===== config.mk =====
export PLATFORM = sky130hd
export DESIGN_NAME = wb_rr_arbiter
export DESIGN_NICKNAME = d
export VERILOG_FILES = /design/src/rtl/wb_rr_arbiter.sv
export SDC_FILE = /design/constraint.sdc
export NUM_CORES = 1
export LEC_CHECK = 0
export BUFFER_PORTS_ARGS = -buffer_cell sky130_fd_sc_hd__buf_2
export CORE_AREA = 2 2 149 151
export CTS_CLUSTER_DIAMETER = 120
export DETAILED_ROUTE_END_ITERATION = 10
export DIE_AREA = 0 0 151 153
export MAX_ROUTING_LAYER = met4
export PLACE_DENSITY = 0.49
export SLEW_MARGIN = 20
export SYNTH_ARGS = -nofsm -noshare
export SYNTH_HDL_FRONTEND = slang
export SYNTH_SLANG_ARGS = --single-unit

===== constraint.sdc =====
create_clock -name wb_clk_i -period 2.55 [get_ports wb_clk_i]
set_clock_uncertainty 0.2 [all_clocks]
set_input_delay 0.1275 -clock wb_clk_i [delete_from_list [all_inputs] [get_ports wb_clk_i]]
set_output_delay 0.1275 -clock wb_clk_i [all_outputs]
set_load 0.02 [all_outputs]

===== src/rtl/wb_rr_arbiter.sv =====
// N-master to 1-slave Wishbone B3 arbiter: round-robin grant held for a whole cyc period,
// combinational request/response routing, and a stall watchdog that injects a one-cycle err.
module wb_rr_arbiter #(
  parameter int unsigned nm      = 3,
  parameter int unsigned aw      = 32,
  parameter int unsigned dw      = 32,
  parameter int unsigned timeout = 256,
  parameter int unsigned cw      = 9
) (
  input  logic                   wb_clk_i,
  input  logic                   wb_rst_i,
  input  logic [nm*aw-1:0]       wbm_adr_i,
  input  logic [nm*dw-1:0]       wbm_dat_i,
  input  logic [nm*(dw/8)-1:0]   wbm_sel_i,
  input  logic [nm*3-1:0]        wbm_cti_i,
  input  logic [nm*2-1:0]        wbm_bte_i,
  input  logic [nm-1:0]          wbm_we_i,
  input  logic [nm-1:0]          wbm_cyc_i,
  input  logic [nm-1:0]          wbm_stb_i,
  output logic [dw-1:0]          wbm_dat_o,
  output logic [nm-1:0]          wbm_ack_o,
  output logic [nm-1:0]          wbm_err_o,
  output logic [nm-1:0]          wbm_rty_o,
  output logic [aw-1:0]          wbs_adr_o,
  output logic [dw-1:0]          wbs_dat_o,
  output logic [dw/8-1:0]        wbs_sel_o,
  output logic [2:0]             wbs_cti_o,
  output logic [1:0]             wbs_bte_o,
  output logic                   wbs_we_o,
  output logic                   wbs_cyc_o,
  output logic                   wbs_stb_o,
  input  logic [dw-1:0]          wbs_dat_i,
  input  logic                   wbs_ack_i,
  input  logic                   wbs_err_i,
  input  logic                   wbs_rty_i,
  output logic [nm-1:0]          grant_o
);

  localparam int unsigned Iw = (nm > 1) ? $clog2(nm) : 1;
  localparam int unsigned Sw = dw / 8;
  localparam logic [cw-1:0] TimeoutM1 = cw'(timeout - 1);

  typedef enum logic [0:0] {StIdle, StOwned} state_e;

  state_e          state_q, state_d;
  logic [nm-1:0]   grant_q, grant_d;
  logic [Iw-1:0]   last_q, last_d;
  logic [cw-1:0]   cnt_q, cnt_d;
  logic            found;
  logic            g_cyc, g_stb;
  logic            stall, wd_fire;

  always_ff @(posedge wb_clk_i) begin
    if (wb_rst_i) begin
      state_q <= StIdle;
      grant_q <= '0;
      last_q  <= Iw'(nm - 1);
      cnt_q   <= '0;
    end else begin
      state_q <= state_d;
      grant_q <= grant_d;
      last_q  <= last_d;
      cnt_q   <= cnt_d;
    end
  end

  // Round-robin search: offset j=1 is the master right after the last owner.
  always_comb begin
    state_d = state_q;
    grant_d = grant_q;
    last_d  = last_q;
    found   = 1'b0;
    unique case (state_q)
      StIdle: begin
        for (int unsigned j = 1; j <= nm; j++) begin
          for (int unsigned k = 0; k < nm; k++) begin
            if (!found && wbm_cyc_i[k] && (k == (32'(last_q) + j) % nm)) begin
              found      = 1'b1;
              grant_d    = '0;
              grant_d[k] = 1'b1;
              last_d     = Iw'(k);
              state_d    = StOwned;
            end
          end
        end
      end
      StOwned: begin
        if (!(|(grant_q & wbm_cyc_i))) begin
          grant_d = '0;
          state_d = StIdle;
        end
      end
      default: begin
        grant_d = '0;
        state_d = StIdle;
      end
    endcase
  end

  // One-hot AND-OR mux; everything stays 0 while no grant is held.
  always_comb begin
    wbs_adr_o = '0;
    wbs_dat_o = '0;
    wbs_sel_o = '0;
    wbs_cti_o = '0;
    wbs_bte_o = '0;
    wbs_we_o  = 1'b0;
    g_cyc     = 1'b0;
    g_stb     = 1'b0;
    for (int unsigned k = 0; k < nm; k++) begin
      if (grant_q[k]) begin
        wbs_adr_o = wbm_adr_i[k*aw +: aw];
        wbs_dat_o = wbm_dat_i[k*dw +: dw];
        wbs_sel_o = wbm_sel_i[k*Sw +: Sw];
        wbs_cti_o = wbm_cti_i[k*3 +: 3];
        wbs_bte_o = wbm_bte_i[k*2 +: 2];
        wbs_we_o  = wbm_we_i[k];
        g_cyc     = wbm_cyc_i[k];
        g_stb     = wbm_stb_i[k];
      end
    end
  end

  assign wbs_cyc_o = g_cyc;
  assign wbs_stb_o = g_stb & g_cyc;

  assign stall = g_cyc & g_stb & ~(wbs_ack_i | wbs_err_i | wbs_rty_i);

  always_comb begin
    wd_fire = 1'b0;
    cnt_d   = '0;
    if (timeout > 0) begin
      wd_fire = stall && (cnt_q == TimeoutM1);
      if (stall && !wd_fire && (grant_d == grant_q)) begin
        cnt_d = cnt_q + 1'b1;
      end
    end
  end

  assign wbm_dat_o = wbs_dat_i;
  assign wbm_ack_o = grant_q & {nm{wbs_ack_i}};
  assign wbm_err_o = grant_q & {nm{wbs_err_i | wd_fire}};
  assign wbm_rty_o = grant_q & {nm{wbs_rty_i}};
  assign grant_o   = grant_q;

endmodule


==> results of run 1 <==
[final timing paths]
check | from | end | cells past startpoint
setup / recovery | last_q[0]$_SDFFE_PP0P_ | cnt_q[1]$_SDFF_PP0_ | 7
hold / removal | wbs_dat_i[0] | wbm_dat_o[0] | 0
setup reg to reg | last_q[0]$_SDFFE_PP0P_ | cnt_q[1]$_SDFF_PP0_ | 7
hold reg to reg | cnt_q[0]$_SDFF_PP0_ | cnt_q[0]$_SDFF_PP0_ | 1
[stage by stage]
stage	util	power (mW)	worst slack, ps	cell area, um2
detailed placement	0.207	3.74	70.7	4450
global placement	0.207	3.74	69.8	4450
finish	0.213	4.09	137	4570
floorplan	-	2.52	180	2800
CTS	0.211	4.07	50.6	4540
global route	0.213	4.45	-33.9	4570
[kinds of logic after synthesis]
logic type | count (synthesis) | synth area share
XOR/XNOR | 6 | 0.0187
AO/OA/AOI/OAI | 188 | 0.438
multiplexers | 1 | 0.00357
flip-flops | 15 | 0.107
AND/OR/NAND/NOR | 149 | 0.258
buffers and inverters | 79 | 0.157
adder cells (fa/ha/maj) | 4 | 0.0179
[power groups by stage]
stage	clock, mW	sequential (mW)	combinational [mW]
3_5_place_dp	0	0.350	3.39
5_1_grt	0.332	0.356	3.76
6_report	0.318	0.349	3.43
2_1_floorplan	0	0.329	2.19
3_3_place_gp	0	0.350	3.39
4_1_cts	0.324	0.345	3.40
[repair_timing]
action,in CTS,in global routing
resized for setup,0,6
hold buffers,1,0
endpoints found under the setup margin,0,21
buffers inserted,0,1
endpoints found under the hold margin,5,0
[final cells by class]
class                           count  area (um2)  area share
Sequential cell                    15         309      0.0676
Tap cell                          280         350      0.0766
Antenna cell                        1        2.50    0.000547
Clock inverter                      1        5.00     0.00109
Clock buffer                        3        75.1      0.0164
Multi-Input combinational cell    348        2090       0.458
Timing Repair Buffer              333        1710       0.375
Inverter                            6        22.5     0.00493
[registers in the layout, summed over array words and instances, names as in the netlist]
name / cells
cnt_q: 9
grant_o: 3
last_q: 2
state_q: 1
[metal layers]
metal | GRT usage | share of wire
met1 | 0.172 | 0.44
met2 | 0.202 | 0.44
met3 | 0.0319 | 0.10
met4 | 0.0174 | 0.012
met5 | - | 0
[worst max-delay path, cell delays in order, from the launching register on]
cell and delay [ps]:
sky130_fd_sc_hd__dfxtp_1 360, sky130_fd_sc_hd__inv_1 60, sky130_fd_sc_hd__ha_2 350, sky130_fd_sc_hd__or2_4 300
sky130_fd_sc_hd__a311o_1 330, sky130_fd_sc_hd__or4_4 430, sky130_fd_sc_hd__nand4_4 180, sky130_fd_sc_hd__nor4b_2 70
[placed cells by master (no fill, tap or decap), types with 7 or more instances in the layout]
| cell type | synthesis | layout |
|---|---|---|
| sky130_fd_sc_hd__and2_1 | 7 | 7 |
| sky130_fd_sc_hd__a22oi_1 | 76 | 76 |
| sky130_fd_sc_hd__o21ai_0 | 76 | 76 |
| sky130_fd_sc_hd__a21oi_1 | 15 | 15 |
| sky130_fd_sc_hd__dfxtp_1 | 15 | 12 |
| sky130_fd_sc_hd__nor3_1 | 7 | 7 |
| sky130_fd_sc_hd__nand2_1 | 86 | 86 |
| sky130_fd_sc_hd__buf_4 | 34 | 11 |
| sky130_fd_sc_hd__buf_2 | 7 | 320 |
| sky130_fd_sc_hd__nor2_1 | 17 | 17 |
==> parameters.txt, run 1 <==
Parameter                              Value

Placed design
  DPL Wire Length    ~13,000 um
  Number of port buffers    320
  RePlAce Congestion    0.865
  Placed Cells incl. Taps    980

Power and ir drop
  Switching share of power    0.590
  Part of the power in the clock network    0.078
  Power per standard cell area    896 mW/mm2
  Maximum vdd ir drop    0.000340 V
  Combinational Power Share    0.837
  Share of total power in sequential cells    0.085
  Leakage Power    2.20 nW
  Internal portion of total power    1.68 mW
  Switching power    2.42 mW

Logic synthesis
  Number of synthesized register bits    15
  Synthesized cell area    0.00280 mm2
  Most frequent cell after synthesis    sky130_fd_sc_hd__nand2_1
  Post-synthesis average cell area    about 6.3 um2
  Synth unique cells    51
  Area fraction of the dominant cell type after synthesis    0.204
  Cell types with the largest area share after synthesis    sky130_fd_sc_hd__a22oi_1 20%, sky130_fd_sc_hd__o21ai_0 14%, sky130_fd_sc_hd__nand2_1 12%
  Synthesized instance count    between 400 and 500
  Most common flop cell mapped by yosys    sky130_fd_sc_hd__dfxtp_1
  Proportion of synthesized flip-flops having asynchronous set or reset    0
  Number of enable-type register cells in the synthesized netlist    0
  Cell type with the largest total area after synthesis    sky130_fd_sc_hd__a22oi_1
  Fraction of the yosys area taken by sequential cells    0.107
  Synth top cells by count    86 x sky130_fd_sc_hd__nand2_1, 76 x sky130_fd_sc_hd__a22oi_1, 76 x sky130_fd_sc_hd__o21ai_0
  Synthesis warning total    0
  Post-Syn Nets    711

Clock network
  Longest Clk Path Bufs    2
  Clock latency at the later pin of the worst-skew pair    250 ps
  TritonCTS clock tree    built
  CTS Sinks    15
  Number of levels the H-tree was split into    1
  Total clock buffers created by CTS    3
  Clock-pin slew reported for the worst setup and hold paths after clock tree synthesis    50 ps
  Root buffer cell    sky130_fd_sc_hd__clkbuf_16

Flow run
  Maximum capacitance violations    0

Timing
  Final critical delay including setup and external delays    about 2400 ps
  Final hold violation count    0
  Final worst-path cycle share    0.946
  Number of setup violations in the final report    0
  Number of pins with negative max-slew slack in the final report    0
  Achievable clock frequency    just over 400 MHz
  Post-route worst hold slack    around 55 ps
  Worst rel slew slack    0.468
  Setup total negative slack    0 ps
  Slew at the pin with the worst max-slew slack    approximately 800 ps

Outcome
  Outcome    finished clean

Route
  Via count of the routed design    between 4,000 and 5,000
  DR iter-0 viols    216
  Vias per Instance    between 4 and 5
  Number of nets with antenna violations after routing    0
  Final routed wirelength across all metal layers    15,800 um
  Residual DRC count    0
  Drt wl/cell    16.1 um
  Detailed Routing Iterations Pass 1    4

Min path
  Worst min-delay path category    primary input to output port

Die
  Vertical die dimension    153 um
  Horiz. Die Dim    151 um
  Initial Util    0.130
  # rows    54
  Die ar.    approximately 0.023 mm2
  Core footprint    0.0215 mm2
  Num ports    between 300 and 400

Setup path
  Arrival time of data at the critical path endpoint    between 2000 and 2500 ps
  Worst Path Required    2470 ps
  Worst Setup Path Type    flip-flop to flip-flop
  Critical path fanouts, max    9
  Reg2Reg Setup Slack    140 ps
  Type of destination of the critical path    flip-flop
  Setup crit start kind    flip-flop

Global routing
  Total global routing overflow    0
  Overall fraction of global-route tracks in use    0.129
  Number of antenna violations at the first check in global routing    2
  Via count of the first global-routing pass    3,927
  Largest net degree at the start of global routing    94
  Global-route wire length before repair    22,300 um

Final layout
  Fraction of final layout cells with drive strength greater than 1    0.503
  Number of nets in the finished design    976
  Area delta synth->final    63.1%
  Non-filler cells in the finished layout    between 900 and 1,000
  Fillcell total    2,497
Note: power is estimated with default switching activity, not from simulation.
==> run 2: changes to the inputs <==
- CELL_PAD_IN_SITES_DETAIL_PLACEMENT: not set -> 1
- CELL_PAD_IN_SITES_GLOBAL_PLACEMENT: not set -> 2
- CORE_AREA: 2 2 149 151 -> not set
- CORE_UTILIZATION: not set -> 13
- DIE_AREA: 0 0 151 153 -> not set
- PLACE_DENSITY: 0.49 -> 0.92
==> run 2 against run 1 <==
Critical endpoint is now cnt_q[7]$_SDFF_PP0_. Die area decreased by 4.1%. Maximum frequency increased by 0.65%. Combinational power decreased by 2%. Total power down 2.1%. Sequential power grew 2%. Flip-flop and latch count unchanged. Worst hold slack is essentially flat. Register-to-register slack better by 20 ps. Worst setup slack better by 16 ps. Utilization increased by 0.37 points.
==> parameters.txt, run 2 (same netlist as run 1, synthesis figures left out) <==
Parameter                              Value

Global routing
  Busiest layer in global routing    met2
  Overall fraction of global-route tracks in use    0.125
  Global-route wire length before repair    21,200 um
  M2 GR Usage    0.217
  Number of antenna violations at the first check in global routing    1
  Total global routing overflow    0
  Routing usage on met1    0.155
  Global-route met3 utilization    0.0196
  Largest net degree at the start of global routing    93
  Via count of the first global-routing pass    about 3,900

Die
  Core footprint    approximately 0.021 mm2
  Num ports    385
  # rows    53
  Die ar.    0.0222 mm2
  Initial Util    0.133
  Horiz. Die Dim    149 um
  Vertical die dimension    149 um

Setup path
  Worst Setup Path Type    flip-flop to flip-flop
  Critical path fanouts, max    9
  Setup crit start kind    flip-flop
  Chain of cells forming the critical path    inv_1 -> ha_2 -> or2_1 -> o41ai_2 -> a21o_1 -> a211o_2 -> nand4_4 -> nor4_1
  Arrival time of data at the critical path endpoint    between 2000 and 2500 ps
  Slowest cell delay on critical path    350 ps
  Slowest CP cell    sky130_fd_sc_hd__dfxtp_1
  Type of destination of the critical path    flip-flop
  Worst Path Required    2490 ps

Clock network
  Clock-pin slew reported for the worst setup and hold paths after clock tree synthesis    approximately 50 ps
  Root buffer cell    sky130_fd_sc_hd__clkbuf_16
  CTS Sinks    15
  Clock latency at the later pin of the worst-skew pair    roughly 250 ps
  TritonCTS clock tree    built
  Total clock buffers created by CTS    3
  Number of levels the H-tree was split into    1
  Longest Clk Path Bufs    2

Route
  Drt wl/cell    ~15 um
  DR iter-0 viols    approximately 140
  Vias per Instance    between 4 and 5
  Residual DRC count    0
  Detailed Routing Iterations Pass 1    4
  Final routed wirelength across all metal layers    15,100 um
  Via count of the routed design    around 4,300
  Number of nets with antenna violations after routing    0

Final layout
  Layout Utilization    0.216
  Largest register by flop count    cnt_q
  Non-filler cells in the finished layout    982
  Most common cell after layout, fill and taps aside    sky130_fd_sc_hd__buf_2
  Fraction of final layout cells with drive strength greater than 1    0.501
  Number of nets in the finished design    976
  Area of all placed cells without fillers    0.00456 mm2
  Fillcell total    between 2,000 and 3,000
  Flip-flop count of the largest register after layout    9
  Area delta synth->final    62.9%
  Most frequent cells in the layout    320 x sky130_fd_sc_hd__buf_2, 86 x sky130_fd_sc_hd__nand2_1, 76 x sky130_fd_sc_hd__a22oi_1, 76 x sky130_fd_sc_hd__o21ai_0, 17 x sky130_fd_sc_hd__nor2_1

Timing
  Number of pins with negative max-slew slack in the final report    0
  Achievable clock frequency    around 420 MHz
  Number of setup violations in the final report    0
  Final hold violation count    0
  Slew at the pin with the worst max-slew slack    794 ps
  Final worst-path cycle share    0.940
  Final critical delay including setup and external delays    around 2400 ps
  Worst rel slew slack    0.471

Placed design
  DPL Wire Length    around 13,000 um
  Placed Cells incl. Taps    about 980
  RePlAce Congestion    about 0.84
  Number of port buffers    320
  Placed inst area    0.00444 mm2

Flow run
  Maximum capacitance violations    0

Power and ir drop
  Power per standard cell area    878 mW/mm2
  Leakage Power    about 2.2 nW
  Maximum vdd ir drop    around 0.0003 V

Outcome
  Outcome    finished clean

Min path
  Worst min-delay path category    primary input to output port
-- run 2: cell type report --
cell class              instances  area, um2  area share
clock buffers                   3       75.1      0.0164
well taps                     275        344      0.0754
diodes                          1       2.50    0.000548
repair buffers                333       1710       0.376
multi-input cells             348       2090       0.459
flip-flops and latches         15        308      0.0674
clock inverters                 1       5.00     0.00110
inverters                       6       22.5     0.00493
-- run 2: stage by stage --
step	worst slack, ps	hold WS, ps	power, mW	TNS (ps)
2_1_floorplan	180	-3.43	2.52	0
3_3_place_gp	156	55.1	3.65	0
3_5_place_dp	58.2	55.1	3.70	0
4_1_cts	10.4	55.1	4.01	0
5_1_grt	-7.07	55.0	4.34	-11.6
6_report	152	55.0	4.01	0
-- run 2: layer usage --
layer / routed length, um / vias to the layer above
li1: - / 2113
met1: 6460 / 1926
met2: 7580 / 203
met3: 973 / 16
met4: 129 / 0
met5: 0 / -
-- run 2: worst max-delay path: cells and delay by family (launching register included) --
kind                       cells  cell delay (ps)
AOI/OAI and AO/OA              3              610
and+or+nand+nor                3              800
DFF                            1              350
adders and majority gates      1              270
buffers and inverters          1               50
-- run 2: path summary, 6_finish.rpt --
path                               start             endpoint  slack [ps]  depth (start not counted)
hold reg to reg      cnt_q[0]$_SDFF_PP0_  cnt_q[0]$_SDFF_PP0_         250                          1
setup / recovery  last_q[0]$_SDFFE_PP0P_  cnt_q[7]$_SDFF_PP0_         150                          8
setup reg to reg  last_q[0]$_SDFFE_PP0P_  cnt_q[7]$_SDFF_PP0_         150                          8
hold / removal              wbs_dat_i[0]         wbm_dat_o[0]          60                          0
-- run 2: repair_timing --
item	CTS	global route
hold buffers	1	0
setup endpoints to repair	0	9
hold endpoints to repair	5	0
gates resized for setup	0	5
buffers inserted	0	1
-- run 2: power breakdown --
group	internal [mW]	leakage [nW]	switching [mW]	total, mW
Combinational	1.18	2.04	2.16	3.35
Clock	0.209	0.0409	0.0973	0.307
Sequential	0.277	0.123	0.0797	0.357
==> run 3: changes to the inputs <==
- REMOVE_ABC_BUFFERS: not set -> 1
==> run 3 against run 2 <==
Wire length is 12% higher. Worst hold slack hardly changed. Clock-buffer cell count stayed put. Worst setup slack worse by 20 ps. Critical endpoint is now cnt_q[4]$_SDFF_PP0_.
==> parameters.txt, run 3 (same netlist as run 1, synthesis figures left out) <==
Parameter                              Value

Route
  Via count of the routed design    4,341
  Final routed wirelength across all metal layers    17,000 um
  Residual DRC count    0
  Vias per Instance    4.43
  Drt wl/cell    17.4 um
  DR iter-0 viols    220
  Detailed Routing Iterations Pass 1    4
  Number of nets with antenna violations after routing    0

Die
  Horiz. Die Dim    149 um
  Die ar.    0.0222 mm2
  Initial Util    0.133
  Core footprint    0.0211 mm2
  Vertical die dimension    149 um
  # rows    53
  Num ports    just under 400

Placed design
  RePlAce Congestion    roughly 0.86
  Number of port buffers    between 300 and 400
  DPL Wire Length    14,000 um
  Placed Cells incl. Taps    974

Timing
  Worst rel slew slack    0.642
  Achievable clock frequency    414 MHz
  Number of setup violations in the final report    0
  Final hold violation count    0
  Final worst-path cycle share    0.948
  Setup total negative slack    0 ps
  Final critical delay including setup and external delays    between 2000 and 2500 ps
  Number of pins with negative max-slew slack in the final report    0
  Slew at the pin with the worst max-slew slack    about 530 ps

Clock network
  TritonCTS clock tree    built
  Number of levels the H-tree was split into    1
  Setup fix buffers added after clock tree synthesis    0
  Clock latency at the later pin of the worst-skew pair    240 ps
  Total clock buffers created by CTS    3
  Root buffer cell    sky130_fd_sc_hd__clkbuf_16
  CTS Sinks    15
  Longest Clk Path Bufs    2
  Clock-pin slew reported for the worst setup and hold paths after clock tree synthesis    50 ps

Outcome
  Outcome    finished clean

Global routing
  Number of antenna violations at the first check in global routing    0
  Global-route wire length before repair    approximately 24,000 um
  Overall fraction of global-route tracks in use    0.144
  Via count of the first global-routing pass    4,120
  Total global routing overflow    0
  Largest net degree at the start of global routing    94

Setup path
  Arrival time of data at the critical path endpoint    roughly 2300 ps
  Chain of cells forming the critical path    inv_1 -> ha_2 -> buf_4 -> nor3b_1 -> nand3_1 -> a31oi_1 -> a21oi_2 -> o211ai_1 -> nor3_1
  Critical path fanouts, max    8
  Setup crit start kind    flip-flop
  Type of destination of the critical path    flip-flop
  Worst Setup Path Type    flip-flop to flip-flop
  Slowest CP cell    sky130_fd_sc_hd__dfxtp_1
  Worst Path Required    2460 ps
  Slowest cell delay on critical path    350 ps

Power and ir drop
  Combinational Power Share    0.837
  Internal portion of total power    1.66 mW
  Switching power    approximately 2.4 mW
  Switching share of power    0.589
  Power per standard cell area    a little under 900 mW/mm2
  Share of total power in sequential cells    0.088
  Leakage Power    2.21 nW
  Maximum vdd ir drop    0.000304 V
  Part of the power in the clock network    0.075

Final layout
  Most frequent cells in the layout    320 x sky130_fd_sc_hd__buf_2, 86 x sky130_fd_sc_hd__nand2_1, 76 x sky130_fd_sc_hd__a22oi_1, 76 x sky130_fd_sc_hd__o21ai_0, 17 x sky130_fd_sc_hd__nor2_1
  Number of nets in the finished design    roughly 970
  Flip-flop count of the largest register after layout    9
  Largest register by flop count    cnt_q
  Area delta synth->final    63.3%
  Fraction of final layout cells with drive strength greater than 1    0.503
  Most common cell after layout, fill and taps aside    sky130_fd_sc_hd__buf_2
  Antenna diodes    0
  Non-filler cells in the finished layout    979

Flow run
  Maximum capacitance violations    0

Min path
  Worst min-delay path category    primary input to output port
run 3: cell types whose count changed in the layout (fill, tap and decap cells not counted), sizes merged:
cell / previous run / this run
buf: 332 / 330
diode: 1 / 0
run 3: worst max-delay path: cells and delay by family, from the launching register on:
kind            cells  cell delay (ps)
fa+ha+maj           1              310
flops               1              350
simple gates        3              530
buf+inv             2              210
compound gates      3              670
run 3: area by class of cell:
| type | count | area (um2) |
|---|---|---|
| clock buffers | 3 | 75.1 |
| clock inverters | 1 | 5.00 |
| fillers | 2763 | 16500 |
| inverters | 6 | 22.5 |
| multi-input cells | 348 | 2110 |
| flip-flops and latches | 15 | 309 |
| well taps | 275 | 344 |
| repair buffers | 331 | 1710 |
run 3: metal layers:
| metal | vias up | wire length (um) | global-route usage |
|---|---|---|---|
| met3 | 6 | 1700 | 0.0511 |
| met5 | - | 0 | - |
| met1 | 2040 | 7240 | 0.182 |
| li1 | 2105 | - | - |
| met2 | 190 | 7960 | 0.227 |
| met4 | 0 | 105 | 0.0143 |
run 3: timing repair:
action | in CTS | in global routing
hold buffers | 1 | 0
setup endpoints to repair | 0 | 12
endpoints found under the hold margin | 5 | 0
gates resized for setup | 0 | 8
run 3: per-stage QoR:
| stage | area [um2] | worst slack [ps] | hold slack, ps | util | total power [mW] |
|---|---|---|---|---|---|
| 2_1_floorplan | 2380 | -2900 | -3.43 | - | 2.40 |
| 3_3_place_gp | 4450 | 168 | 55.5 | 0.211 | 3.68 |
| 3_5_place_dp | 4450 | 103 | 55.5 | 0.211 | 3.71 |
| 4_1_cts | 4540 | 3.21 | 55.5 | 0.215 | 4.03 |
| 5_1_grt | 4580 | -16.4 | 55.2 | 0.217 | 4.36 |
| 6_report | 4580 | 132 | 55.2 | 0.217 | 4.04 |
run 3: final timing paths:
path	to	start	cells past startpoint	slack, ps
worst max-delay path	cnt_q[4]$_SDFF_PP0_	last_q[0]$_SDFFE_PP0P_	9	130
worst min-delay path	wbm_dat_o[17]	wbs_dat_i[17]	0	60
worst max register to register	cnt_q[4]$_SDFF_PP0_	last_q[0]$_SDFFE_PP0P_	9	130
worst min register to register	cnt_q[0]$_SDFF_PP0_	cnt_q[0]$_SDFF_PP0_	1	280
run 3: power groups by stage:
| stage | Clock [mW] | Combinational, mW | Sequential [mW] |
|---|---|---|---|
| floorplan | 0 | 1.91 | 0.495 |
| global placement | 0 | 3.33 | 0.350 |
| detailed placement | 0 | 3.36 | 0.356 |
| CTS | 0.312 | 3.37 | 0.351 |
| global route | 0.324 | 3.67 | 0.363 |
| finish | 0.304 | 3.38 | 0.354 |
